===== config.mk =====
export PLATFORM = sky130hd
export DESIGN_NAME = mem_ctrl
export DESIGN_NICKNAME = d
export VERILOG_FILES = /design/src/rtl/mem_ctrl.sv
export SDC_FILE = /design/constraint.sdc
export NUM_CORES = 1
export LEC_CHECK = 0
export CAP_MARGIN = 20
export CORE_MARGIN = 3
export CORE_UTILIZATION = 27
export DETAILED_ROUTE_END_ITERATION = 10
export GPL_TIMING_DRIVEN = 0
export PLACE_DENSITY = 0.45
export RECOVER_POWER = 50
export SYNTH_ARGS = -nofsm -noshare
export SYNTH_HDL_FRONTEND = slang
export SYNTH_SLANG_ARGS = --single-unit

===== constraint.sdc =====
create_clock -name clk -period 7.6 [get_ports clk]
set_input_delay 1.14 -clock clk [delete_from_list [all_inputs] [get_ports clk]]
set_output_delay 1.14 -clock clk [all_outputs]
set_load 0.05 [all_outputs]

===== src/rtl/mem_ctrl.sv =====
`default_nettype none
// ============================================================================
//  Module   : mem_ctrl
//  Purpose  : Byte-serial RAM sequencer for icache fetches and LSU accesses.
//  Revision : 1.0 - initial release
// ============================================================================
module mem_ctrl (
    input  logic        clk,
    input  logic        rst,
    input  logic        rdy,
    input  logic        inst_require_i,
    input  logic [31:0] inst_addr_i,
    output logic        inst_busy_o,
    output logic        inst_enable_o,
    output logic [31:0] inst_data_o,
    input  logic        mem_require_i,
    input  logic        mem_we_i,
    input  logic [1:0]  mem_len_i,
    input  logic [31:0] mem_addr_i,
    input  logic [31:0] mem_wdata_i,
    output logic        mem_busy_o,
    output logic        mem_enable_o,
    output logic [31:0] mem_rdata_o,
    input  logic [7:0]  ram_din,
    output logic [7:0]  ram_dout,
    output logic [31:0] ram_a,
    output logic        ram_wr
);

    typedef enum logic [1:0] {
        IDLE  = 2'd0,
        READ  = 2'd1,
        WRITE = 2'd2
    } state_t;

    state_t      state, state_nx;
    logic [2:0]  cnt, cnt_nx;
    logic [2:0]  nbytes, nbytes_nx;
    logic        is_mem, is_mem_nx;
    logic [31:0] addr, addr_nx;
    logic [31:0] wdata, wdata_nx;
    logic [31:0] asm_q, asm_nx;
    logic        busy, busy_nx;
    logic        inst_en, inst_en_nx;
    logic        mem_en, mem_en_nx;
    logic [31:0] inst_data, inst_data_nx;
    logic [31:0] mem_rdata, mem_rdata_nx;
    logic [31:0] ram_a_q, ram_a_nx;
    logic [7:0]  ram_dout_q, ram_dout_nx;
    logic        ram_wr_q, ram_wr_nx;
    logic [2:0]  cnt_inc;
    logic [1:0]  cap_sel;

    assign cnt_inc = cnt + 3'd1;
    // Byte arriving now belongs to the address driven one cycle earlier.
    assign cap_sel = cnt[1:0] - 2'd1;

    always_comb begin
        state_nx     = state;
        cnt_nx       = cnt;
        nbytes_nx    = nbytes;
        is_mem_nx    = is_mem;
        addr_nx      = addr;
        wdata_nx     = wdata;
        asm_nx       = asm_q;
        busy_nx      = busy;
        inst_en_nx   = 1'b0;
        mem_en_nx    = 1'b0;
        inst_data_nx = inst_data;
        mem_rdata_nx = mem_rdata;
        ram_a_nx     = ram_a_q;
        ram_dout_nx  = ram_dout_q;
        ram_wr_nx    = ram_wr_q;

        case (state)
            IDLE: begin
                if (mem_require_i) begin
                    is_mem_nx = 1'b1;
                    addr_nx   = mem_addr_i;
                    wdata_nx  = mem_wdata_i;
                    case (mem_len_i)
                        2'd0:    nbytes_nx = 3'd1;
                        2'd1:    nbytes_nx = 3'd2;
                        default: nbytes_nx = 3'd4;
                    endcase
                    state_nx  = mem_we_i ? WRITE : READ;
                    ram_a_nx  = mem_addr_i;
                    ram_wr_nx = mem_we_i;
                    if (mem_we_i) begin
                        ram_dout_nx = mem_wdata_i[7:0];
                    end
                end else if (inst_require_i) begin
                    is_mem_nx = 1'b0;
                    addr_nx   = inst_addr_i;
                    nbytes_nx = 3'd4;
                    state_nx  = READ;
                    ram_a_nx  = inst_addr_i;
                    ram_wr_nx = 1'b0;
                end
                if (mem_require_i || inst_require_i) begin
                    busy_nx = 1'b1;
                    cnt_nx  = 3'd0;
                    asm_nx  = 32'd0;
                end
            end
            READ: begin
                if (cnt != 3'd0) begin
                    asm_nx[{cap_sel, 3'b000} +: 8] = ram_din;
                end
                if (cnt == nbytes) begin
                    state_nx = IDLE;
                    cnt_nx   = 3'd0;
                    busy_nx  = 1'b0;
                    if (is_mem) begin
                        mem_en_nx    = 1'b1;
                        mem_rdata_nx = asm_nx;
                    end else begin
                        inst_en_nx   = 1'b1;
                        inst_data_nx = asm_nx;
                    end
                end else begin
                    cnt_nx   = cnt_inc;
                    ram_a_nx = (cnt_inc < nbytes) ? addr + {29'd0, cnt_inc} : 32'd0;
                end
            end
            WRITE: begin
                if (cnt_inc < nbytes) begin
                    cnt_nx      = cnt_inc;
                    ram_a_nx    = addr + {29'd0, cnt_inc};
                    ram_dout_nx = wdata[{cnt_inc[1:0], 3'b000} +: 8];
                    ram_wr_nx   = 1'b1;
                end else begin
                    state_nx  = IDLE;
                    cnt_nx    = 3'd0;
                    busy_nx   = 1'b0;
                    mem_en_nx = 1'b1;
                    ram_a_nx  = 32'd0;
                    ram_wr_nx = 1'b0;
                end
            end
            default: begin
                state_nx = IDLE;
            end
        endcase
    end

    always_ff @(posedge clk) begin
        if (rst) begin
            state      <= IDLE;
            cnt        <= 3'd0;
            nbytes     <= 3'd0;
            is_mem     <= 1'b0;
            addr       <= 32'd0;
            wdata      <= 32'd0;
            asm_q      <= 32'd0;
            busy       <= 1'b0;
            inst_en    <= 1'b0;
            mem_en     <= 1'b0;
            inst_data  <= 32'd0;
            mem_rdata  <= 32'd0;
            ram_a_q    <= 32'd0;
            ram_dout_q <= 8'd0;
            ram_wr_q   <= 1'b0;
        end else if (rdy) begin
            state      <= state_nx;
            cnt        <= cnt_nx;
            nbytes     <= nbytes_nx;
            is_mem     <= is_mem_nx;
            addr       <= addr_nx;
            wdata      <= wdata_nx;
            asm_q      <= asm_nx;
            busy       <= busy_nx;
            inst_en    <= inst_en_nx;
            mem_en     <= mem_en_nx;
            inst_data  <= inst_data_nx;
            mem_rdata  <= mem_rdata_nx;
            ram_a_q    <= ram_a_nx;
            ram_dout_q <= ram_dout_nx;
            ram_wr_q   <= ram_wr_nx;
        end
    end

    assign inst_busy_o   = busy;
    assign mem_busy_o    = busy;
    assign inst_enable_o = inst_en;
    assign mem_enable_o  = mem_en;
    assign inst_data_o   = inst_data;
    assign mem_rdata_o   = mem_rdata;
    assign ram_a         = ram_a_q;
    assign ram_dout      = ram_dout_q;
    assign ram_wr        = ram_wr_q;

endmodule
`default_nettype wire


==> results.cfg, run 1 <==
[run_status]
status = completed

[cts]
cts-htree-levels = 1
cts_setup_buffers = 0
clock_latency_ns = 0.52
root_buffer = clkbuf_16
clkTransAtPathRegs_ns = 0.06
cts.sinks = 213
cts_hold_buffers = 0
numCtsBuffers = 25
clk_path_buf_depth = 3
cts_tree = built
ctsResizeCount = 0

[layout]
design_area_um2 = 13300
fin_cells = 1866
drive_above_1_share = 0.0496
fin_util = 0.380
finalNetCount = 1523
syn_to_final_growth_pct = 37.1
fill_cells = 3709

[synth]
ys.flop_type = dfxtp_1
ys_async_sr_fraction = 0
yosysTopAreaCell = dfxtp_1
syn_area_um2 = 9730
synth.yosys.seq_area_share = 0.438
syn_inst = 1147
yosys_register_bits = 213
synth_common_cells = nor2_1, dfxtp_1, a211oi_1, nand2_1, clkbuf_1
synth_fp_nets = 1276
syn_avg_cell_area_um2 = 8.48
synth-edff-count = 0
synth.top_cells.by_area = dfxtp_1, nor2_1, a211oi_1, mux2i_1, nand2_1
ys_types = 55
ys_warn_count = 0
synth_top_area_frac = 0.438
synth_most_common_cell = nor2_1

[power_and_ir_drop]
vdd_drop_max_v = 0.000135
power.density_nw_per_um2 = 227
total_power_mw = 3.03
total_leakage_power_nw = 4.97

[worst_setup_path]
crit_required_ns = 8.03
crit_path_max_fanout = 10
end_kind = flip-flop
critPathKind = reg2reg
start_kind = flip-flop
cp_data_arrival_time_ns = 4.77
r2r_cells = 10

[routing]
drt_iter0_drc = 538
remaining_drc_errors = 0
wl_um = 37000
wl_per_cell_um = 19.8
vias_per_cell = 5.07
drtAntennaViolNets = 0
firstDrtPassIters = 5
routed-via-count = 9466

[hold_path]
hp-class = reg2reg
whs_path_depth = 2

[grt]
grt_pass1_vias = 9254
grt_first_pass_wirelength_um = 56200
grt_max_degree = 13
grt-ovfl-total = 0
track_usage = 0.186
antenna_found_initial = 3

[timing]
whs_ns = 0.454
maxSlewViolCount = 0
finalCritPeriodShare = 0.570
tightest_slew_ns = 1.09
timing.final.ws_setup_ns = 3.27
setup_violations = 0
max_freq_ghz = 0.231
period_minus_slack_ns = 4.33
hold_viol = 0
clock_skew_ns = 0.00722
finalSetupTns_ns = 0
rsz0062_at_grt = no
max_slew_margin = 0.273

[placed_design]
port_buffers = 219
routabilityCongestion = 0.880
placed_cells = 1822
dp_hpwl_um = 28200
placed_cell_area_um2 = 12500
dp_slack_ns = 3.06

[floorplan]
initial_core_util = 0.277
core_area_um2 = 35100
dieWidth_um = 196
die-area_um2 = 38300
fp.dieH_um = 196
ioPinCount = 221
row_count = 68

[run]
maxCapViolCount = 0
-- area by class of cell --
class | count | area, um2 | share of cell area
antenna | 1 | 2.50 | 0.000188
buffer | 93 | 355 | 0.0266
clock buffer | 31 | 708 | 0.0531
clock inverter | 12 | 135 | 0.0101
inverter | 13 | 48.8 | 0.00366
multi-input combinational | 828 | 5050 | 0.379
sequential | 213 | 4260 | 0.320
tap | 455 | 569 | 0.0427
timing repair buffer | 220 | 2200 | 0.165
-- registers in the layout, indices dropped and copies added (netlist names) --
register       count
addr              32
asm_q             32
cnt                3
inst_busy_o        1
inst_data_o       32
inst_enable_o      1
is_mem             1
mem_enable_o       1
mem_rdata_o       32
nbytes             3
ram_a             32
ram_dout           8
ram_wr             1
state              2
wdata             32
-- critical path, stage by stage (launching register included) --
cell      delay, ns
dfxtp_1        0.58
clkbuf_1       0.49
inv_1          0.24
ha_1           0.58
ha_1           0.30
a21o_1         0.15
a21oi_1        0.71
clkbuf_1       0.60
o31a_1         0.21
o21ai_0        0.11
a211oi_1       0.25
-- final timing paths --
check	start	to	slack (ns)
setup / recovery	cnt[0]	ram_a[21]	3.27
hold reg to reg	wdata[18]	wdata[18]	0.45
setup reg to reg	cnt[0]	ram_a[21]	3.27
hold / removal	wdata[18]	wdata[18]	0.45
-- kinds of logic after synthesis --
logic type	Yosys count	share of synthesized area
AOI/OAI and AO/OA	272	0.199
xor gates and xnor gates	12	0.0108
adders and majority gates	17	0.0226
buffers and inverters	106	0.0418
DFF	213	0.438
muxes	63	0.0764
and+or+nand+nor	464	0.211
-- routing by layer --
layer | global-route usage | part of all wire | wire length [um]
met5 | 0 | 0.00084 | 31
met4 | 0.0433 | 0.026 | 968
met3 | 0.0283 | 0.049 | 1830
met2 | 0.287 | 0.44 | 16100
met1 | 0.273 | 0.49 | 18100
-- report_power, final --
group | total (mW) | switching (mW) | internal (mW) | leakage, nW
sequential | 1.23 | 0.0507 | 1.18 | 1.74
clock | 1.24 | 0.480 | 0.755 | 0.429
combinational | 0.558 | 0.361 | 0.197 | 2.80
-- layout by cell type, fill, tap and decap left out, types with 7 or more instances in the layout --
cell	netlist	final
nor2_1	222	222
dfxtp_1	213	213
dlygate4sd3_1	0	110
clkdlybuf4s50_1	0	109
nand2_1	99	99
a211oi_1	99	99
clkbuf_1	68	79
nand3_1	53	53
a21oi_1	51	51
mux2i_1	45	45
nor3_1	30	30
o21a_1	27	27
a22oi_1	26	26
clkbuf_16	0	25
o21ai_0	16	16
ha_1	16	16
inv_1	13	13
buf_1	20	11
nor4_1	11	11
mux2_2	10	10
a22o_1	9	9
clkinv_2	0	9
xor2_1	8	8
mux4_2	8	8
nand4_1	7	7
or4_1	7	7
Note: power is estimated with default switching activity, not from simulation.
==> run 2: changes to the inputs <==
--- a/config.mk
+++ b/config.mk
@@ -10,7 +10,7 @@
 export CORE_UTILIZATION = 27
 export DETAILED_ROUTE_END_ITERATION = 10
 export GPL_TIMING_DRIVEN = 0
-export PLACE_DENSITY = 0.45
+export PLACE_DENSITY = 0.47
 export RECOVER_POWER = 50
 export SYNTH_ARGS = -nofsm -noshare
 export SYNTH_HDL_FRONTEND = slang
==> constraint.sdc (replaced) <==
create_clock -name clk -period 3.64 [get_ports clk]
set_input_delay 0.546 -clock clk [delete_from_list [all_inputs] [get_ports clk]]
set_output_delay 0.546 -clock clk [all_outputs]
set_load 0.05 [all_outputs]
==> run 2 against run 1 <==
  * Sequential power up 110%
  * Worst hold slack about the same
  * Combinational power increased by 110%
  * Design area fell by 0.35%
  * Maximum frequency up 27%
  * Core utilization decreased by 0.13 points
  * Total power up 100%
  * Critical path depth unchanged
  * Setup slack worse by 3.0 ns
  * Routed wire length shrank 0.75%
  * Clock power grew 93%
  * Global-route usage barely moved
==> results.cfg, run 2 (synthesis results as in run 1) <==
[run_status]
status = completed

[hold_path]
hp-class = reg2reg

[timing]
clock_skew_ns = 0.0107
tightest_slew_ns = 1.07
finalSetupTns_ns = 0
rsz0062_at_grt = no
maxSlewViolCount = 0
max_freq_ghz = 0.294
setup_violations = 0
max_slew_margin = 0.287
period_minus_slack_ns = 3.40
finalCritPeriodShare = 0.934
hold_viol = 0
timing.final.ws_setup_ns = 0.242
whs_ns = 0.454

[floorplan]
core_area_um2 = 35100
initial_core_util = 0.277
fp.dieH_um = 196
dieWidth_um = 196
row_count = 68
die-area_um2 = 38300
ioPinCount = 221

[power_and_ir_drop]
p_comb_frac = 0.190
power.density_nw_per_um2 = 461
total_leakage_power_nw = 4.95
seq_power_share = 0.420
internal_power_mw = 4.27
vdd_drop_max_v = 0.000299
total_power_mw = 6.13
switchingPower_mw = 1.86
pwr-share-clk = 0.390
swShare = 0.303

[cts]
cts_hold_buffers = 0
cts_tree = built
ctsResizeCount = 10
clkTransAtPathRegs_ns = 0.06
numCtsBuffers = 25
clock_latency_ns = 0.52
clk_path_buf_depth = 3
cts_setup_buffers = 0
cts-htree-levels = 1
root_buffer = clkbuf_16
cts.sinks = 213

[layout]
fill_cells = 3705
multi_input_area_um2 = 5070
register_area_um2 = 4270
final_cell_mix = nor2_1, dfxtp_1, dlygate4sd3_1, clkdlybuf4s50_1
syn_to_final_growth_pct = 36.6
drive_above_1_share = 0.0539
final_common_cell = nor2_1
finalNetCount = 1522
fin_cells = 1866
design_area_um2 = 13300
fin_util = 0.379

[worst_setup_path]
slowest_stage = or4_1
reg2reg_slack_ns = 0.24
path_cells = clkbuf_2, inv_1, ha_2, fa_1, a21o_1, nand2_1, buf_1, or4_1, mux2i_1, a31oi_1
start_kind = flip-flop
crit_required_ns = 4.01
slowest_delay_ns = 0.59
critPathKind = reg2reg
cp_data_arrival_time_ns = 3.77
end_kind = flip-flop
crit_path_max_fanout = 10

[routing]
wl_per_cell_um = 19.7
firstDrtPassIters = 5
routed-via-count = 9475
wl_um = 36700
remaining_drc_errors = 0
vias_per_cell = 5.08
drt_iter0_drc = 699
drtAntennaViolNets = 0

[grt]
grt_first_pass_wirelength_um = 56200
grt_pass1_vias = 9277
track_usage = 0.186
grt_max_degree = 20
grt-ovfl-total = 0
antenna_found_initial = 2

[placed_design]
placed_cell_area_um2 = 12500
placed_cells = 1822
port_buffers = 219
dp_hpwl_um = 27900
dp_slack_ns = -0.570
routabilityCongestion = 0.860

[run]
maxCapViolCount = 0
-- run 2: worst max-delay path, delay by kind of cell, from the launching register on --
kind | cells | cell delay, ns
buffers and inverters | 3 | 0.78
AND/OR/NAND/NOR | 2 | 0.73
adder cells (fa/ha/maj) | 2 | 0.71
flip-flops | 1 | 0.46
AO/OA/AOI/OAI | 2 | 0.39
multiplexers | 1 | 0.17
-- run 2: area by class of cell --
class | count | area share
Clock buffer | 33 | 0.0516
Sequential cell | 213 | 0.321
Multi-Input combinational cell | 828 | 0.382
Antenna cell | 2 | 0.000377
Timing Repair Buffer | 220 | 0.165
Clock inverter | 10 | 0.00650
Inverter | 13 | 0.00367
Buffer | 92 | 0.0271
Tap cell | 455 | 0.0428
-- run 2: power by group through the flow --
stage	Sequential [mW]	Combinational [mW]	Clock, mW
finish	2.57	1.16	2.39
global placement	2.62	1.19	0
CTS	2.57	1.20	2.45
detailed placement	2.62	1.20	0
global route	2.59	1.26	2.55
floorplan	2.85	0.461	0
-- run 2: path summary, 6_finish.rpt --
| path | from | to | cells past startpoint |
|---|---|---|---|
| setup / recovery | cnt[0] | ram_a[26] | 10 |
| hold / removal | wdata[1] | wdata[1] | 2 |
| setup reg to reg | cnt[0] | ram_a[26] | 10 |
| hold reg to reg | wdata[1] | wdata[1] | 2 |
-- run 2: metal layers --
layer  wire length, um  track usage
met1             17600        0.273
met2             16300        0.288
met3              2140       0.0295
met4               649       0.0399
met5                 0            0
